### src/rtl/clock_gen_pkg.sv
// Shared constants for the multi-channel clock generator:
// mode encodings, ClockBus bit indices and the channel phase type.
package clock_gen_pkg;

    localparam logic [1:0] MODE_HALT = 2'b00;
    localparam logic [1:0] MODE_RUN  = 2'b01;
    localparam logic [1:0] MODE_STEP = 2'b10;

    localparam int CLK      = 0;
    localparam int CLK_N    = 1;
    localparam int POS_TICK = 2;
    localparam int NEG_TICK = 3;
    localparam int GCLK     = 4;
    localparam int CB_W     = 5;

    typedef enum logic {
        PH_LOW  = 1'b0,
        PH_HIGH = 1'b1
    } phase_t;

endpackage

### src/rtl/clock_tick_gen.sv
// Shared tick prescaler: o_tick pulses once every TICK_RELOAD+1 clocks.
// Ports: i_clk, i_rst (async, active high), o_tick.
module clock_tick_gen #(
    parameter int TICK_BITS   = 16,
    parameter int TICK_RELOAD = 0
) (
    input  logic i_clk,
    input  logic i_rst,
    output logic o_tick
);

    localparam logic [TICK_BITS-1:0] RELOAD = TICK_BITS'(TICK_RELOAD);

    logic [TICK_BITS-1:0] r_cnt;

    always_ff @(posedge i_clk or posedge i_rst) begin
        if (i_rst) begin
            r_cnt <= RELOAD;
        end else if (r_cnt == '0) begin
            r_cnt <= RELOAD;
        end else begin
            r_cnt <= r_cnt - TICK_BITS'(1);
        end
    end

    assign o_tick = (r_cnt == '0);

endmodule

### src/rtl/multi_clock_gen.sv
// Multi-channel derived clock generator with RUN/HALT/STEP control.
// Ports: FPGA_GlobalClock, FPGA_GlobalReset, Mode, StepReq, ChanEnable,
//        HighTicks, LowTicks (packed per channel), ClockBus (5 bits per
//        channel), StepBusy (per channel).
module multi_clock_gen
    import clock_gen_pkg::*;
#(
    parameter int NR_CHANNELS = 4,
    parameter int TICK_BITS   = 16,
    parameter int TICK_RELOAD = 0,
    parameter int CNT_BITS    = 8
) (
    input  logic                            FPGA_GlobalClock,
    input  logic                            FPGA_GlobalReset,
    input  logic [1:0]                      Mode,
    input  logic                            StepReq,
    input  logic [NR_CHANNELS-1:0]          ChanEnable,
    input  logic [NR_CHANNELS*CNT_BITS-1:0] HighTicks,
    input  logic [NR_CHANNELS*CNT_BITS-1:0] LowTicks,
    output logic [NR_CHANNELS*CB_W-1:0]     ClockBus,
    output logic [NR_CHANNELS-1:0]          StepBusy
);

    logic w_tick;
    logic w_run;
    logic w_step;

    // Mode 11 decodes to neither RUN nor STEP, so it behaves as HALT.
    assign w_run  = (Mode == MODE_RUN);
    assign w_step = (Mode == MODE_STEP);

    clock_tick_gen #(
        .TICK_BITS   (TICK_BITS),
        .TICK_RELOAD (TICK_RELOAD)
    ) u_tick (
        .i_clk  (FPGA_GlobalClock),
        .i_rst  (FPGA_GlobalReset),
        .o_tick (w_tick)
    );

    for (genvar i = 0; i < NR_CHANNELS; i++) begin : g_ch
        phase_t              r_phase;
        phase_t              w_phase_nxt;
        logic [CNT_BITS-1:0] r_cnt;
        logic [CNT_BITS-1:0] w_cnt_nxt;
        logic [CNT_BITS-1:0] r_len;
        logic [CNT_BITS-1:0] w_len_nxt;
        logic [CNT_BITS-1:0] w_len_in;
        logic [CNT_BITS-1:0] w_len;
        logic [CNT_BITS-1:0] w_last;
        logic                r_busy;
        logic                w_busy_nxt;
        logic                w_active;
        logic                w_flip;

        always_comb begin
            w_len_in = (r_phase == PH_HIGH)
                     ? HighTicks[i*CNT_BITS +: CNT_BITS]
                     : LowTicks[i*CNT_BITS +: CNT_BITS];
            // At phase start the live input is the length; it is
            // captured on the first advancing tick and held after.
            w_len    = (r_cnt == '0) ? w_len_in : r_len;
            w_last   = (w_len == '0) ? '0 : w_len - CNT_BITS'(1);
            w_active = w_tick & ChanEnable[i]
                     & (w_run | (w_step & r_busy));
            w_flip   = w_active & (r_cnt == w_last);

            w_phase_nxt = r_phase;
            w_cnt_nxt   = r_cnt;
            w_len_nxt   = r_len;
            w_busy_nxt  = r_busy;

            if (w_active) begin
                if (r_cnt == '0) begin
                    w_len_nxt = w_len_in;
                end
                if (w_flip) begin
                    w_cnt_nxt   = '0;
                    w_phase_nxt = (r_phase == PH_HIGH) ? PH_LOW : PH_HIGH;
                end else begin
                    w_cnt_nxt = r_cnt + CNT_BITS'(1);
                end
            end

            if (!w_step) begin
                w_busy_nxt = 1'b0;
            end else if (r_busy) begin
                if (w_flip && (r_phase == PH_HIGH)) begin
                    w_busy_nxt = 1'b0;
                end
            end else if (StepReq && ChanEnable[i]) begin
                w_busy_nxt = 1'b1;
            end
        end

        always_ff @(posedge FPGA_GlobalClock or posedge FPGA_GlobalReset) begin
            if (FPGA_GlobalReset) begin
                r_phase <= PH_LOW;
                r_cnt   <= '0;
                r_len   <= '0;
                r_busy  <= 1'b0;
            end else begin
                r_phase <= w_phase_nxt;
                r_cnt   <= w_cnt_nxt;
                r_len   <= w_len_nxt;
                r_busy  <= w_busy_nxt;
            end
        end

        assign ClockBus[i*CB_W+CLK]      = (r_phase == PH_HIGH);
        assign ClockBus[i*CB_W+CLK_N]    = (r_phase == PH_LOW);
        assign ClockBus[i*CB_W+POS_TICK] = w_flip & (r_phase == PH_LOW);
        assign ClockBus[i*CB_W+NEG_TICK] = w_flip & (r_phase == PH_HIGH);
        assign ClockBus[i*CB_W+GCLK]     = FPGA_GlobalClock;
        assign StepBusy[i]               = r_busy;
    end

endmodule
### config.mk
export PLATFORM = sky130hd
export DESIGN_NAME = multi_clock_gen
export DESIGN_NICKNAME = d
export VERILOG_FILES = /design/src/rtl/clock_gen_pkg.sv /design/src/rtl/clock_tick_gen.sv /design/src/rtl/multi_clock_gen.sv
export SDC_FILE = /design/constraint.sdc
export NUM_CORES = 1
export LEC_CHECK = 0
export BUFFER_PORTS_ARGS = -buffer_cell sky130_fd_sc_hd__clkbuf_2
export CORE_ASPECT_RATIO = 2
export CORE_UTILIZATION = 55
export CTS_CLUSTER_DIAMETER = 150
export DETAILED_ROUTE_END_ITERATION = 10
export PLACE_DENSITY = 0.77
export SLEW_MARGIN = 20
export SYNTH_ARGS = -nofsm -noshare
export SYNTH_HDL_FRONTEND = slang
export SYNTH_SLANG_ARGS = --single-unit
export TNS_END_PERCENT = 10
### constraint.sdc
create_clock -name FPGA_GlobalClock -period 9 [get_ports FPGA_GlobalClock]
set_input_delay 0.9 -clock FPGA_GlobalClock [delete_from_list [all_inputs] [get_ports FPGA_GlobalClock]]
set_output_delay 0.9 -clock FPGA_GlobalClock [all_outputs]
set_load 0.05 [all_outputs]
# ---- Word-level counts from Yosys, hierarchy flattened
# Cells that the tools add are included.
dict set report word_totals {
  regBits 88
  latchBits 0
  ramBits 0
  rom_bits 0
  inputBits 73
  output_inout_bits 24
  wordCells 122
  mem_count 0
}
dict set report op_classes {
  add_sub_neg 9
  multipliers 0
  div 0
  magnitude_cmp 0
  n_eq_ne 6
  shifts 0
  mux 37
  n_bitwise 32
  reduce_logical 21
}
# cell count
set ops {}
lappend ops {{2-to-1 mux 8 bit} 16}
lappend ops {{logical NOT 8 bit} 8}
lappend ops {{adder 8 x 1 -> 8 bit, second input constant} 4}
lappend ops {{== test 8 bit} 4}
lappend ops {{subtractor 8 x 1 -> 8 bit, second input constant} 4}
lappend ops {{AND 1 bit} 24}
lappend ops {{2-to-1 mux 1 bit} 20}
lappend ops {{logical NOT 16 bit} 1}
lappend ops {{2-to-1 mux 16 bit} 1}
lappend ops {{subtractor 16 x 1 -> 16 bit, second input constant} 1}
lappend ops {{logical AND 1 bit} 8}
lappend ops {{AND reduction 2 bit} 4}
lappend ops {{inverter 1 bit} 4}
lappend ops {{OR 1 bit} 4}
lappend ops {{== test 2 x 1 -> 1 bit, second input constant} 1}
lappend ops {{== test 2 bit, second input constant} 1}

# ---- Longest topological paths before layout
# Gate-level depths: netlist (run 1).
dict set report depth {
  depth_word 10
  depth_mapped 17
  ltp_nobuf 15
}

# ---- Hierarchy
# A second synthesis (run 1) with hierarchy kept.
dict set report hier_totals {
  hier_cells 897
  area_unflattened_um2 7450.9
}
# mod instances cells_each area_each_um2 seq_area_each_um2
set by_module_without_submodules {}
lappend by_module_without_submodules {multi_clock_gen 1 819 6643.9 1801.7}
lappend by_module_without_submodules {clock_tick_gen 1 78 807.0 400.4}

==> run summary, run 1 <==
Status = completed
WL per Instance = 17.4 um
Pins over their slew limit = 0
Post-Syn Area = 0.00724 mm2
CTS root buf = clkbuf_16
Critical path capture point type = output pin
Slew margin rel. = 0.389
Metal-1 WL = 7.12 mm
Crit path arrival time = 5330 ps
CTS tree = yes
# hold bufs at CTS = 0
Chip Width = 83.1 um
WP data required = 8100 ps
Top-count cell post-synth = nor2_1
Maximum VDD drop = 0.000259 V
Period Utilization, post-route = 0.693
Layout Nets = 1025
Worst-Skew Late Latency = 350 ps
P_sw = 0.652 mW
Post-route ant nets = 0
Largest net degree at the start of global routing = 80
Initial antenna violation count = 0
Worst setup SP type = register
Final setup violation count = 0
Core ar. = 0.0129 mm2
Most frequent cells after synthesis = 91 x nor2_1, 88 x dfrtp_1, 70 x nand2_1
Cts repair resizes = 0
Initial DRC count = 395
Syn_nets = 968
Synth Warn # = 0
Internal power = 0.888 mW
Net Sw Frac = 0.423
FF+latch count, synth = 88
Final hold vios = 0
Leak pwr = 3.66 nW
Synth Area per Inst = 8.23 um2
Clk buf depth = 2
Met2 WL post-DR = 9.96 mm
WL final = 19.0 mm
Comb pwr share = 0.354
Synth Instances = 880
Buffers on Ports = 96
Antenna diodes = 0
Post-synth EDFFs = 0
Drt pass-1 iters = 4
GRT Total Usage = 0.283
Syn-to-layout area delta = 10.1%
Die H = 164 um
IO Count = 97
Share of cells above drive strength 1 = 0.175
GRT overflow = 0
Vias post-DR = 6910
H-tree depth = 3
Setup bufs post-CTS = 0
Number of global-route vias before repair = 6516
# DRC = 0
Sequential share of power = 0.346
Fin Clk Skew = 9.53 ps
Worst Max-Slew Pin Slew = 914 ps
Yosys top cell area share = 0.304
Final TNS setup = 0 ps
TritonCTS Buffers = 9
Synth async-reset ratio = 1.00
Critical path class = reg -> out
Sequential-to-total area share from yosys stat = 0.304
Clock Pin Slew Worst Setup and Hold Paths = 70 ps
Synth top area cells = dfrtp_1 30%, mux2i_1 5.1%, nor2_1 4.7%
Top routing layer in use = met4
Maxcap violations = 0
Vias per cell = 6.32
Clk pwr share = 0.300
Worst Path Max Fanout = 12
Top_reg_cell synth = dfrtp_1
Metal3 WL = 642 um
Fmax = 160 MHz
Tmin final = 6230 ps
Unrepaired setup endpoints after global routing = false
PwrDens = 193 mW/mm2
Worst hold path class = in -> async
Dpl hpwl = 14.7 mm
Rows = 59
Placed cell count = 1078
Die area = 0.0137 mm2
Netlist cell types = 77
Starting Density = 0.560
Layout Cells excl Fill = 1094
GP Congestion = 0.982
Synth area leader = dfrtp_1
Fill cells = 1193
First-pass GRT wire length = 30.8 mm
[power groups by stage]
| stage | clock (mW) | combinational [mW] | sequential (mW) |
|---|---|---|---|
| after floorplan | 0.0958 | 0.450 | 0.488 |
| after global placement | 0.0843 | 0.532 | 0.534 |
| after detailed placement | 0.0843 | 0.539 | 0.535 |
| after CTS | 0.471 | 0.542 | 0.529 |
| after global routing | 0.490 | 0.603 | 0.540 |
| final | 0.461 | 0.545 | 0.533 |
[cell families (layout without fill, tap and decap cells)]
kind of cell / Yosys count / count (layout) / synth area share
AO/OA/AOI/OAI: 208 / 208 / 0.183
XOR/XNOR: 62 / 62 / 0.0771
adder cells (fa/ha/maj): 15 / 15 / 0.0259
buffers and inverters: 84 / 146 / 0.0525
flip-flops: 88 / 88 / 0.304
multiplexers: 55 / 55 / 0.0792
AND/OR/NAND/NOR: 368 / 368 / 0.279
[path summary, 6_finish.rpt]
kind / to / cells past startpoint / slack, ps / start
worst max-delay path: ClockBus[7] / 15 / 2770 / g_ch[1].r_cnt[0]
worst min-delay path: g_ch[0].r_cnt[4] / 2 / 420 / FPGA_GlobalReset
worst max register to register: g_ch[1].r_cnt[1] / 14 / 4120 / g_ch[1].r_cnt[0]
worst min register to register: u_tick.r_cnt[0] / 1 / 490 / u_tick.r_cnt[0]
max in group asynchronous: g_ch[3].r_len[4] / 3 / 7620 / FPGA_GlobalReset
min in group FPGA_GlobalClock: u_tick.r_cnt[0] / 1 / 490 / u_tick.r_cnt[0]
[critical path, cell delays in order, from the launching register on]
cell and delay (ps):
dfrtp_1 460, inv_1 110, ha_1 190, or3b_2 530, nor2_2 450, mux2i_1 430, ha_1 270, or4b_2 590
o41ai_1 130, mux2_2 260, a21bo_2 130, xor2_1 210, o2111ai_2 170, nor4b_4 550, and2_2 230, clkbuf_2 270
[state kept, by name, indices dropped and copies added, names as in the netlist]
| register | cells |
|---|---|
| g_ch.r_cnt | 32 |
| g_ch.r_len | 32 |
| u_tick.r_cnt | 16 |
| g_ch.r_busy | 4 |
| g_ch.r_phase | 4 |
[per-stage QoR]
stage / worst slack [ps] / power [mW] / utilization / cell area (um2) / hold WS, ps
2_1_floorplan: 3020 / 1.03 / - / 7240 / 444
3_3_place_gp: 3290 / 1.15 / 0.594 / 7670 / 456
6_report: 2770 / 1.54 / 0.617 / 7970 / 424
3_5_place_dp: 3140 / 1.16 / 0.594 / 7670 / 481
4_1_cts: 2750 / 1.54 / 0.617 / 7970 / 423
5_1_grt: 2330 / 1.63 / 0.617 / 7970 / 432
[per-layer routing]
layer / vias to the layer above / global-route usage
met2: 232 / 0.522
li1: 3344 / -
met4: 0 / 0.192
met1: 3251 / 0.293
met3: 83 / 0.0382
met5: - / 0
[area by class of cell]
class                   instances  area [um2]  area share
flip-flops and latches         88        2200       0.276
well taps                     152         190      0.0239
clock buffers                  16         287      0.0359
multi-input cells             708        4660       0.584
repair buffers                 95         487      0.0611
inverters                      31         118      0.0148
clock inverters                 4        30.0     0.00377
[layout by cell type (no fill, tap or decap), types with 10 or more instances in the layout]
cell type / instances
nor3b_1: 13
a21oi_1: 51
dfrtp_1: 88
nor3_1: 40
ha_1: 15
xnor2_1: 39
inv_1: 30
xor2_1: 22
nand2_1: 70
o21ai_0: 62
nor2_1: 91
nor4_1: 21
or3_1: 13
nand4_1: 21
o22ai_1: 13
mux2_2: 18
nor4b_1: 13
clkbuf_2: 96
nand3_1: 12
and3_1: 10
mux2i_1: 37
o211ai_1: 11
No activity file was read; power rests on OpenSTA's default activity.
==> inputs of run 2 (changes only) <==
==> constraint.sdc (replaced) <==
create_clock -name FPGA_GlobalClock -period 6.2 [get_ports FPGA_GlobalClock]
set_input_delay 0.62 -clock FPGA_GlobalClock [delete_from_list [all_inputs] [get_ports FPGA_GlobalClock]]
set_output_delay 0.62 -clock FPGA_GlobalClock [all_outputs]
set_load 0.05 [all_outputs]
==> run 2 against run 1 <==
  * Global-route usage up 0.28 points
  * Clock skew up 2.2 ps
  * Combinational power up 48%
  * Clock power up 52%
  * Routed wire length up 0.47%
  * Clock-buffer cell count up 3
  * Critical path type unchanged
  * Critical endpoint unchanged
  * Largest power group unchanged
  * Highest routed layer unchanged
==> run summary, run 2 (synthesis results as in run 1) <==
Share of cells above drive strength 1 = 0.180
Final TNS setup = 0 ps
Fmax = 179 MHz
Initial antenna violation count = 0
Final hold slack = 146 ps
Die H = 164 um
Worst Max-Slew Pin Slew = 820 ps
Layout Nets = 1032
Met3 global-route usage = 0.0392
Worst hold path class = in -> async
Critical path class = reg -> out
Tmin final = 5600 ps
Fill cells = 1237
Worst setup SP type = register
Worst-Skew Late Latency = 340 ps
R2R depth = 15
Status = completed
Cts repair resizes = 0
GRT Total Usage = 0.286
Buffers on Ports = 96
WL final = 19.1 mm
Clk buf depth = 2
TritonCTS Buffers = 9
Chip Width = 83.1 um
Tot Pwr = 2.28 mW
Placed cell count = 1085
Leak pwr = 3.72 nW
Maxcap violations = 0
Final hold vios = 0
Commonest non-fill, non-tap cell in the layout = clkbuf_2
GP Congestion = 0.967
Vias per cell = 6.31
Dpl hpwl = 14.8 mm
First-pass GRT wire length = 31.3 mm
Initial DRC count = 329
# hold bufs at CTS = 0
Final setup violation count = 0
Crit path arrival time = 4980 ps
Post-Route Utilization = 0.623
Post-route ant nets = 0
Period Utilization, post-route = 0.903
Syn-to-layout area delta = 11.1%
GRT overflow = 0
Critical path capture point type = output pin
H-tree depth = 3
Number of global-route vias before repair = 6745
CTS root buf = clkbuf_16
Unrepaired setup endpoints after global routing = false
Clock Pin Slew Worst Setup and Hold Paths = 60 ps
Cell Area, Placed = 0.00772 mm2
Starting Density = 0.560
Setup bufs post-CTS = 0
Vias post-DR = 6950
Drt pass-1 iters = 5
WP data required = 5580 ps
Maximum VDD drop = 0.000399 V
Core ar. = 0.0129 mm2
Gr busiest metal = met2
Largest net degree at the start of global routing = 81
Final WS setup = 598 ps
IO Count = 97
Worst Path Max Fanout = 12
Rows = 59
Final Instance Area = 0.00805 mm2
Pins over their slew limit = 0
Top Registers = g_ch.r_cnt: 32 flops, g_ch.r_len: 32 flops, u_tick.r_cnt: 16 flops
WL per Instance = 17.3 um
Place WS = 972 ps
CTS tree = yes
Fin Clk Skew = 11.8 ps
Layout Cells excl Fill = 1101
Antenna diodes = 0
Met2 global-route usage = 0.548
PwrDens = 283 mW/mm2
Most frequent cells in the layout = 97 x clkbuf_2, 91 x nor2_1, 88 x dfrtp_1, 70 x nand2_1, 62 x o21ai_0
Slew margin rel. = 0.446
Met1 global-route usage = 0.285
# DRC = 0
Die area = 0.0137 mm2
==> run 2: layer usage <==
layer / wire length (um) / share of wire
met5: 0 / 0
met4: 1150 / 0.060
met3: 674 / 0.035
met2: 10300 / 0.54
met1: 6980 / 0.37
==> run 2: critical path, stage by stage (launching register included) <==
cell,delay [ps]
dfrtp_1,450
inv_1,110
ha_1,190
or3b_2,540
nor2_2,110
buf_4,200
mux2i_1,380
ha_1,260
or4b_2,600
o41ai_1,120
mux2_2,250
a21bo_2,130
xor2_1,220
o2111ai_2,180
nor4b_4,280
buf_4,200
and2_2,150
clkbuf_2,260
==> run 2: final timing paths <==
kind | to | slack, ps | startpoint
worst max-delay path | ClockBus[7] | 600 | g_ch[1].r_cnt[0]
worst min-delay path | g_ch[0].r_cnt[1] | 150 | FPGA_GlobalReset
worst max register to register | g_ch[1].r_cnt[1] | 1580 | g_ch[1].r_cnt[0]
worst min register to register | u_tick.r_cnt[0] | 480 | u_tick.r_cnt[0]
max in group asynchronous | u_tick.r_cnt[7] | 5120 | FPGA_GlobalReset
min in group FPGA_GlobalClock | u_tick.r_cnt[0] | 480 | u_tick.r_cnt[0]
==> run 2: cell type report <==
| cell class | instances | area [um2] | share of cell area |
|---|---|---|---|
| flip-flops and latches | 88 | 2200 | 0.274 |
| clock inverters | 1 | 8.76 | 0.00109 |
| inverters | 31 | 118 | 0.0146 |
| repair buffers | 102 | 539 | 0.0670 |
| well taps | 152 | 190 | 0.0236 |
| clock buffers | 19 | 332 | 0.0412 |
| multi-input cells | 708 | 4660 | 0.579 |
==> run 2: where the power goes <==
part / internal [mW] / switching, mW
clock network: 0.363 / 0.337
logic: 0.333 / 0.476
registers: 0.641 / 0.127
